==> config.mk <==
export PLATFORM = sky130hd
export DESIGN_NAME = note_fetch
export DESIGN_NICKNAME = d
export VERILOG_FILES = /design/src/rtl/note_fetch.sv
export SDC_FILE = /design/constraint.sdc
export NUM_CORES = 1
export LEC_CHECK = 0
export ABC_CLOCK_PERIOD_IN_PS = 2700
export BUFFER_PORTS_ARGS = -buffer_cell sky130_fd_sc_hd__buf_2
export CORE_AREA = 2 2 104 106
export CTS_CLUSTER_DIAMETER = 60
export DETAILED_ROUTE_END_ITERATION = 12
export DIE_AREA = 0 0 106 108
export GPL_ROUTABILITY_DRIVEN = 0
export PLACE_DENSITY = 0.73
export SLEW_MARGIN = 10
export SYNTH_ARGS = -nofsm -noshare
export SYNTH_HDL_FRONTEND = slang
export SYNTH_SLANG_ARGS = --single-unit
==> constraint.sdc <==
create_clock -name clk -period 2.7 [get_ports clk]
set_input_delay 0.54 -clock clk [delete_from_list [all_inputs] [get_ports clk]]
set_output_delay 0.54 -clock clk [all_outputs]
set_load 0.02 [all_outputs]
==> src/rtl/note_fetch.sv <==
// rtl/note_fetch.sv - fetch a note word on every beat address change and turn it into a gated tone half-period
module note_fetch #(
    parameter int          ADDR_W         = 10,
    parameter int          NOTE_W         = 7,
    parameter int          DIV_W          = 22,
    parameter logic [31:0] MAIN_CLK_SPEED = 32'd50000000,
    parameter int          GAP_CYCLES     = 16
) (
    input  logic              clk,
    input  logic              reset,
    input  logic [ADDR_W-1:0] beat_addr,
    output logic [ADDR_W-1:0] mem_addr,
    output logic              mem_rd_en,
    input  logic [NOTE_W-1:0] mem_rdata,
    output logic [NOTE_W-1:0] note_num,
    output logic [DIV_W-1:0]  half_period,
    output logic              gate,
    output logic              note_valid
);

    localparam int OCT_W = 4;
    localparam int GAP_W = (GAP_CYCLES > 1) ? $clog2(GAP_CYCLES) : 1;

    typedef enum logic [2:0] {
        IDLE,
        READ,
        WAIT,
        DIVIDE,
        GAP,
        PLAY
    } state_t;

    // Half-period of the lowest octave (MIDI 0..11) rounded to the nearest clk cycle.
    function automatic logic [DIV_W-1:0] base_calc(input int s);
        real f;
        real p;
        f = 440.0 * (2.0 ** ((real'(s) - 69.0) / 12.0));
        p = real'(MAIN_CLK_SPEED) / (2.0 * f);
        return DIV_W'($rtoi(p + 0.5));
    endfunction

    logic [DIV_W-1:0] base_tbl [12];

    for (genvar g = 0; g < 12; g++) begin : g_base
        localparam logic [DIV_W-1:0] BASE_V = base_calc(g);
        assign base_tbl[g] = BASE_V;
    end

    state_t            state;
    logic [ADDR_W-1:0] addr_q;
    logic              first;
    logic [NOTE_W-1:0] note;
    logic [NOTE_W-1:0] rem;
    logic [OCT_W-1:0]  oct;
    logic [GAP_W-1:0]  gap_cnt;

    logic              addr_diff;
    logic              start_fetch;
    logic              rem_small;
    logic              enter_play;
    logic [DIV_W-1:0]  play_period;

    assign addr_diff   = (beat_addr != addr_q);
    assign rem_small   = (rem < NOTE_W'(12));
    assign play_period = base_tbl[rem[3:0]] >> oct;

    // A new address wins over every other transition, including the play entry.
    always_comb begin
        start_fetch = 1'b0;
        enter_play  = 1'b0;
        case (state)
            IDLE, PLAY: start_fetch = addr_diff || first;
            READ, WAIT: start_fetch = addr_diff;
            DIVIDE: begin
                start_fetch = addr_diff;
                enter_play  = rem_small && (GAP_CYCLES == 0);
            end
            GAP: begin
                start_fetch = addr_diff;
                enter_play  = (gap_cnt == '0);
            end
            default: start_fetch = 1'b0;
        endcase
    end

    always_ff @(posedge clk or posedge reset) begin
        if (reset) begin
            state       <= IDLE;
            addr_q      <= '0;
            first       <= 1'b1;
            note        <= '0;
            rem         <= '0;
            oct         <= '0;
            gap_cnt     <= '0;
            mem_addr    <= '0;
            mem_rd_en   <= 1'b0;
            note_num    <= '0;
            half_period <= '0;
            gate        <= 1'b0;
            note_valid  <= 1'b0;
        end else begin
            mem_rd_en  <= 1'b0;
            note_valid <= 1'b0;
            if (start_fetch) begin
                state     <= READ;
                addr_q    <= beat_addr;
                first     <= 1'b0;
                mem_addr  <= beat_addr;
                mem_rd_en <= 1'b1;
                gate      <= 1'b0;
            end else if (enter_play) begin
                state      <= PLAY;
                note_num   <= note;
                note_valid <= 1'b1;
                if (note != '0) begin
                    half_period <= play_period;
                    gate        <= 1'b1;
                end
            end else begin
                case (state)
                    READ: state <= WAIT;
                    WAIT: begin
                        note  <= mem_rdata;
                        rem   <= mem_rdata;
                        oct   <= '0;
                        state <= DIVIDE;
                    end
                    DIVIDE: begin
                        if (!rem_small) begin
                            rem <= rem - NOTE_W'(12);
                            oct <= oct + OCT_W'(1);
                        end else begin
                            gap_cnt <= GAP_W'(GAP_CYCLES - 1);
                            state   <= GAP;
                        end
                    end
                    GAP: gap_cnt <= gap_cnt - GAP_W'(1);
                    default: state <= state;
                endcase
            end
        end
    end

endmodule

==> Word level (Yosys, flattened, before mapping) <==
Memories as Yosys holds them, arrays and structs flattened.
Index checks and enable logic that the tools add are counted.
{ "op_classes": {"n_addsub": 3, "n_mul": 0, "n_div": 0, "order_cmp": 2, "n_eq_ne": 9, "shift": 1, "muxes": 20, "n_bitwise": 3, "n_reduce_logical": 18} }
{ "op_table": {"columns": ["operator", "count"], "rows": [
  ["$mux 22", 2],
  ["$shr 22x4->22", 1],
  ["$pmux 4 s2", 2],
  ["$pmux 7 s2", 1],
  ["$ne 10x10->1", 1],
  ["$mux 3", 3],
  ["$pmux 3 s3", 1],
  ["$mux 4", 2],
  ["$reduce_and 4->1", 2],
  ["$reduce_bool 2->1", 4],
  ["$lt 7x4->1 const B", 1],
  ["$mux 1", 7],
  ["$mux 7", 1],
  ["$reduce_bool 7->1", 1],
  ["$sub 7x4->7 const B", 1],
  ["$eq 3x2->1 const B", 2],
  ["$eq 3x3->1 const B", 2],
  ["$reduce_and 2->1", 3],
  ["$reduce_and 3->1", 2],
  ["$ge 5x5->1 const B", 1],
  ["$not 4->5", 1],
  ["$reduce_bool 5->1", 1],
  ["$add 4x1->4 const B", 1],
  ["$logic_not 4->1", 1],
  ["10 further kinds", 12]
]} }
{ "totals": {"regBits": 68, "latchBits": 0, "mem_bits_rw": 0, "mem_bits_ro": 352, "input_bits": 19, "word_cells": 69, "n_memories": 1} }
{ "mem_list": {"columns": ["memory", "words", "word_bits", "read_ports", "rd_ports_with_merged_regs", "wr", "line_no", "source"], "rows": [
  ["(no name shown)", 16, 22, 1, 0, 0, "65", "assign play_period = base_tbl[rem[3:0]] >> oct;"]
]} }

==> Depth between registers and ports, before layout <==
Gate-level depths: netlist of the first run.
{ "logic_depth": {"depth_word": 5, "ltp_mapped": 10, "ltp_nobuf": 8} }

==> Worst setup path before layout of the first run <==
OpenSTA, ideal clock, no wires.
{ "synth_path": {"path_kind": "register -> register", "from": "register rem[0]", "to": "register half_period[6]", "setup_ns": 0.125, "arrival_time_ns": 2.675, "t_required_ns": 2.575, "slack_ns": -0.100, "stages_incl_launch_ff": 10, "period_less_slack_ns": 2.800, "path_cell_list": "dfrtp_1 clkbuf_1 inv_1 ha_1 clkbuf_1 a21oi_1 o311ai_0 o21ai_0 mux4_2 mux2_2"} }
{ "synth_between": {"elab_chain_cells": 5} }
{ "synth_rtl": {"columns": ["element", "line_no", "source"], "rows": [
  ["start, declared", "53", "logic [NOTE_W-1:0] rem;"],
  ["start signal, assigned", "124", "rem <= mem_rdata;"],
  ["start signal, assigned", "130", "rem <= rem - NOTE_W'(12);"],
  ["$not 4->5 (not written as such)", "65", null],
  ["$mem_v2 16x22", null, null],
  ["$mux 22 (not written as such) (2 in a row)", "65", null],
  ["$shr 22x4->22", "65", null],
  ["end signal, assigned", "116", "half_period <= play_period;"],
  ["end, declared", "16", "output logic [DIV_W-1:0] half_period,"]
]} }
No other way between the ends. The select of a mux whose other input is x is not followed.
A chain may end at the register's enable or synchronous reset.

==> Worst setup path after layout of the first run <==
Ends and elaborated chain as after synthesis.

==> results of run 1 <==
-- metal layers --
| metal | vias to the layer above | track usage, % | wire (µm) |
|---|---|---|---|
| met3 | 31 | 4.64 | 844 |
| met4 | 0 | 8.08 | 242 |
| li1 | 1997 | - | - |
| met5 | - | 0 | 0 |
| met2 | 212 | 36.1 | 5850 |
| met1 | 1994 | 30.1 | 5430 |
-- repair_timing --
action | in CTS | in global routing
setup buffers | 0 | 1
hold endpoints to repair | 0 | 0
endpoints found under the setup margin | 0 | 6
resized for setup | 0 | 3
-- worst paths after layout --
kind	startpoint	endpoint	slack [ns]	cells after the start
hold / removal	reset	state[2]$_DFFE_PP0P_	0.27	2
setup / recovery	rem[0]$_DFFE_PP0P_	half_period[6]$_DFFE_PP0P_	0.1	9
hold reg to reg	half_period[18]$_DFFE_PP0P_	half_period[18]$_DFFE_PP0P_	0.48	2
setup reg to reg	rem[0]$_DFFE_PP0P_	half_period[6]$_DFFE_PP0P_	0.1	9
min in group clk	beat_addr[4]	addr_q[4]$_DFFE_PP0N_	0.44	2
max in group asynchronous	reset	note_valid$_DFF_PP0_	1.71	3
-- cell type report --
cell class | instances | share of cell area, %
clock buffers | 12 | 3.10
clock inverters | 4 | 1.03
inverters | 18 | 1.27
multi-input cells | 381 | 48.3
flip-flops and latches | 68 | 31.9
well taps | 136 | 3.19
repair buffers | 98 | 11.2
-- layout by cell type, fill, tap and decap left out, types with 10 or more instances in the layout --
master	synthesis	routed
a21oi_1	30	30
nand2_1	47	47
xor2_1	10	10
nor2_1	31	31
buf_2	14	60
ha_1	11	10
mux2_2	22	22
nor3_1	16	16
inv_1	16	15
dfrtp_1	67	67
buf_4	2	37
nand3_1	16	16
clkbuf_8	0	12
o21ai_0	41	40
o211ai_1	13	13
-- state kept, by name (all words and copies together) (netlist names) --
register / flops
note: 7
oct: 4
note_valid: 1
rem: 7
addr_q: 10
half_period: 22
note_num: 7
mem_rd_en: 1
gap_cnt: 4
gate: 1
state: 3
first: 1
-- cells by family after synthesis --
kind of cell               Yosys count  synth area share [%]
adders and majority gates           11                  3.04
muxes                               40                  10.8
DFF                                 68                  37.6
xor gates and xnor gates            12                  2.32
AOI/OAI and AO/OA                  164                  24.2
and+or+nand+nor                    154                  16.5
buffers and inverters               58                  5.53
-- power by group --
part / switching [µW] / leakage (µW) / internal [µW]
clock network: 396 / 0.000109 / 507
logic: 56.1 / 0.00144 / 35.1
registers: 7.15 / 0.000908 / 1030
-- worst register-to-register path: stages (launching register included) --
cell     delay, ns
dfrtp_1       0.35
inv_1         0.06
buf_4         0.15
ha_1          0.26
mux2_2        0.31
a211o_1       0.28
o21ai_0       0.16
o21ai_1       0.16
mux4_2        0.48
mux2_2        0.28
-- metrics by stage --
step / instance area [µm²] / setup TNS [ns] / utilization [%]
after floorplan: 4530 / 0 / -
after global placement: 5100 / 0 / 49.9
after detailed placement: 5100 / 0 / 49.9
after CTS: 5320 / 0 / 52.0
after global routing: 5330 / -0.135 / 52.1
final: 5330 / 0 / 52.1
==> summary.md, run 1 <==
| Metric | Value |
|---|---|
| Status | finished, final reports clean |
| Initial core utilization | 44.2% |
| Most common cell on crit path | mux2_2 |
| Number of global-route vias before repair | around 4,100 |
| Tot GR Track Use | 22.4% |
| Maximum vdd drop | about 0.3 mV |
| First-pass GRT wire length | a little over 20,000 µm |
| Area share of the leading cell type in the synthesized netlist | 37.1% |
| Leading area contributor after synthesis | dfrtp_1 |
| Worst Path Max Fanout | 5 |
| Area of the multi-input gates | ~0.0026 mm² |
| Most common cell in the netlist | dfrtp_1 |
| Crit end category | register |
| Final Hold Viols | 0 |
| Tightest Pin Transition | 0.611 ns |
| Post-DR vias/cell | 5.91 |
| CTS Root Cell | clkbuf_8 |
| Final min period | roughly 2.6 ns |
| Longest Clk Path Bufs | 2 |
| Sequential cell area fraction in the yosys report | 37.6% |
| Hold_ws | 0.273 ns |
| Final worst slack | approximately 0.1 ns |
| Final ANT Viol Nets | 0 |
| Initial DRC count | 448 |
| Initial antenna violation count | 0 |
| Post-Syn Nets | 537 |
| DR DRC count | 0 |
| Post-synthesis register bit count | 68 |
| Die area | 0.0114 mm² |
| I/O Buffers | 60 |
| Post-DP HPWL | 9300 µm |
| Max Clk Rate | 384 MHz |
| WL/cell | 17.2 µm |
| Fillers | just over 900 |
| Crit-path cells | inv_1 -> buf_4 -> ha_1 -> mux2_2 -> a211o_1 -> o21ai_0 -> o21ai_1 -> mux4_2 -> mux2_2 |
| Area Growth Syn to Fin | 17.9% |
| Max Cap Violations | 0 |
| Skew final | 0.0144 ns |
| Setup Viol. Count Final | 0 |
| Routed via count | 4,234 |
| Pins Over Slew Limit | 0 |
| Bufs and invs on worst path | 2 |
| Ys Warns | 0 |
| Share of cells above drive strength 1 | 27.4% |
| Cell leakage power | 0.00246 µW |
| Ys flop type | dfrtp_1 |
| Finished Layout Cells | about 720 |
| Pin count of the biggest net entering global routing | 33 |
| Worst min path class | input pin to asynchronous set/reset pin |
| Dpl cells | 700 |
| Top cells by count, synth | 67 x dfrtp_1, 47 x nand2_1, 41 x o21ai_0 |
| Post-synth ARST share | 100% |
| Crit path kind | register to register |
| GRT overflow | 0 |
| Pre-CTS setup slack | 0.108 ns |
| Clk pin slew, worst setup/hold paths | approximately 0.080 ns |
| Distinct cell type count of the synthesized netlist | 64 |
| Final wirelength | 12,400 µm |
| Register area | 0.00170 mm² |
| Core ar. | 0.0102 mm² |
| Mapped Area | 0.00452 mm² |
| Critical path's top delay family | multiplexers |
| Period utilization | between 90% and 100% |
| CTS sink count | 68 |
| Hold_buf cts | 0 |
| CTS Buf Count | 9 |
| Final #Nets | ~610 |
| Top cells by area, synth | dfrtp_1 37%, mux2_2 5.5%, o21ai_0 4.5% |
| Std cell rows | 37 |
| Crit path max-delay cell type | mux4_2 |
| Initial DRT Pass Iterations | 5 |
| EDFF count, synth | 0 |
| Avg Inst Size Synth | 8.92 µm² |
| Clock Latency Late Sink | 0.35 ns |
| Critical path's largest stage delay | 0.48 ns |
| Width of the die | approximately 110 µm |
| CTS tree | done |
| Htree depth | 3 |
| I/O Pins | 61 |
| Antenna Cells | 0 |
| Power density cells | 380 mW/mm² |
| CP Data Required Time | 2.93 ns |
| Worst endpoint data arrival time | ~2.8 ns |
| Setup crit start kind | register |
| Die Y | 108 µm |
| Worst slew margin | between 50 and 60% |
| Pwr Total | 2030 µW |
| Synth Instances | between 500 and 600 |
Note: power is estimated with default switching activity, not from simulation.
==> inputs of run 2 (changes only) <==
==> constraint.sdc (replaced) <==
create_clock -name clk -period 2.7 [get_ports clk]
set_input_delay 0.135 -clock clk [delete_from_list [all_inputs] [get_ports clk]]
set_output_delay 0.135 -clock clk [all_outputs]
set_load 0.02 [all_outputs]
==> run 2 against run 1 <==
Critical path depth shrank 1. Fmax is 1.4% higher. Count of clock-buffer cells in the layout up 1. Die area stayed put. Design area fell by 1.1%. Flip-flop and latch count unchanged. Total power is essentially flat. Utilization is 0.55 points lower. Largest cell class unchanged.
==> summary.md, run 2 (synthesized netlist as in run 1, its figures left out) <==
| Metric | Value |
|---|---|
| Worst slew margin | 42.9% (-15 points) |
| Die Y | 108 µm (unchanged) |
| Max Cap Violations | 0 (unchanged) |
| Bufs and invs on worst path | 1 (-1) |
| Skew final | 0.0141 ns (-0.000317 ns) |
| Largest Register | half_period |
| Pin count of the biggest net entering global routing | 69 (+110%) |
| Antenna Cells | 0 (unchanged) |
| Width of the die | 106 µm (unchanged) |
| Levels on crit path | 8 (-1) |
| Crit-path cells | buf_4 -> ha_1 -> mux2_2 -> a211o_1 -> o21ai_0 -> o21ai_0 -> mux4_2 -> mux2_2 |
| Initial DRT Pass Iterations | 5 (unchanged) |
| Clk pin slew, worst setup/hold paths | 0.08 ns (about the same) |
| Final #Nets | 596 (-1.7%) |
| Initial antenna violation count | 0 (unchanged) |
| Worst Path Max Fanout | 7 (+2) |
| Worst min path class | input pin to asynchronous set/reset pin |
| Die area | 0.0114 mm² (unchanged) |
| Core ar. | 0.0102 mm² (unchanged) |
| Final Hold Viols | 0 (unchanged) |
| Pins Over Slew Limit | 0 (unchanged) |
| Max Clk Rate | 390 MHz (+1.4%) |
| Largest regs | half_period x22, addr_q x10 |
| Critical path's top delay family | multiplexers |
| Std cell rows | 37 (unchanged) |
| Post-CTS setup buffer count | 0 (unchanged) |
| Setup crit start kind | register |
| Hold_ws | 0.0416 ns (-0.232 ns) |
| Clock Latency Late Sink | 0.35 ns (about the same) |
| DR DRC count | 0 (unchanged) |
| Area Growth Syn to Fin | 16.7% |
| GRT overflow | 0 (unchanged) |
| Final instance area | 0.00528 mm² (-1.1%) |
| Longest Clk Path Bufs | 2 (unchanged) |
| Commonest non-fill, non-tap cells in the layout | 67 x dfrtp_1, 60 x buf_2, 47 x nand2_1 |
| Hold_buf cts | 0 (unchanged) |
| Commonest non-fill, non-tap cell in the layout | dfrtp_1 |
| Setup_tns | 0 ns (unchanged) |
| Number of flip-flops in the largest register | 22 (unchanged) |
| Tightest Pin Transition | 0.856 ns (+0.244 ns) |
| Crit end category | register |
| CTS Buf Count | 9 (unchanged) |
| CTS sink count | 68 (unchanged) |
| Crit path kind | register to register |
| I/O Buffers | 60 (unchanged) |
| Critical path's largest stage delay | 0.48 ns (about the same) |
| Worst endpoint data arrival time | 2.81 ns (-0.02 ns) |
| Power density cells | 384 mW/mm² (+1.1%) |
| Share of cells above drive strength 1 | 26.3% (-1.1 points) |
| Post-CTS sizing | 0 (unchanged) |
| Number of global-route vias before repair | 3,875 (-5.9%) |
| Tot GR Track Use | 21.2% (-1.2 points) |
| Setup Viol. Count Final | 0 (unchanged) |
| Post-DR vias/cell | 5.82 (-1.4%) |
| Htree depth | 3 (unchanged) |
| Status | finished, final reports clean |
| Reg2reg path depth | 8 (-1) |
| Period utilization | 95.0% (-1.3 points) |
| RSZ-0062 raised after global routing | no |
| Placement Cell Area | 0.00505 mm² (-1.1%) |
| CTS tree | done |
| Crit path max-delay cell type | mux4_2 |
| Final min period | 2.57 ns (-0.0347 ns) |
| I/O Pins | 61 (unchanged) |
| Final ANT Viol Nets | 0 (unchanged) |
| Routed via count | 4,115 (-2.8%) |
| Post-DP HPWL | 8780 µm (-5.5%) |
| CP Data Required Time | 2.95 ns (+0.02 ns) |
| Initial core utilization | 44.2% (unchanged) |
| CTS Root Cell | clkbuf_8 |
| Final wirelength | 11,800 µm (-4.9%) |
| Cell leakage power | 0.00241 µW (-1.9%) |
| Maximum vdd drop | 0.268 mV (-9.8%) |
| WL/cell | 16.6 µm (-3.5%) |
| Initial DRC count | 408 (-8.9%) |
| First-pass GRT wire length | 19,400 µm (-5.5%) |
==> run 2: power by group <==
group | switching (µW) | internal (µW) | total [µW]
clock | 403 | 503 | 906
combinational | 55.6 | 34.0 | 89.6
sequential | 7.26 | 1030 | 1030
total | 465 | 1560 | 2030
==> run 2: metal layers <==
layer | vias up | wire length (µm) | GRT usage, %
met4 | 0 | 207 | 5.64
met3 | 19 | 665 | 4.64
met5 | - | 0 | 0
li1 | 1976 | - | -
met1 | 1962 | 5290 | 28.5
met2 | 158 | 5600 | 34.8
==> run 2: final cells by class <==
type | count | area (µm²)
Timing Repair Buffer | 88 | 536
Sequential cell | 68 | 1700
Fill cell | 960 | 4950
Multi-Input combinational cell | 381 | 2590
Inverter | 18 | 67.6
Clock buffer | 13 | 169
Tap cell | 136 | 170
Clock inverter | 3 | 45.0
==> run 2: tightest hold or removal path, stage by stage <==
cell,delay (ns)
buf_2,0.10
inv_2,0.03
buf_4,0.66
==> run 2: worst paths after layout <==
path,slack [ns],from,to
min,0.04,reset,note_num[0]$_DFFE_PP0P_
min reg2reg,0.47,half_period[16]$_DFFE_PP0P_,half_period[16]$_DFFE_PP0P_
max reg2reg,0.13,rem[1]$_DFFE_PP0P_,half_period[6]$_DFFE_PP0P_
max in group asynchronous,2.11,reset,rem[2]$_DFFE_PP0P_
min in group clk,0.04,beat_addr[6],addr_q[6]$_DFFE_PP0N_
max,0.13,rem[1]$_DFFE_PP0P_,half_period[6]$_DFFE_PP0P_
==> run 2: per-stage QoR <==
step | total power, µW | util, % | setup WS (ns) | cells
floorplan | 1100 | - | 0.0858 | 507
global placement | 1140 | 49.3 | 0.221 | 691
detailed placement | 1140 | 49.3 | 0.146 | 691
CTS | 2040 | 51.4 | 0.116 | 707
global route | 2090 | 51.6 | 0.000754 | 707
finish | 2030 | 51.6 | 0.134 | 707
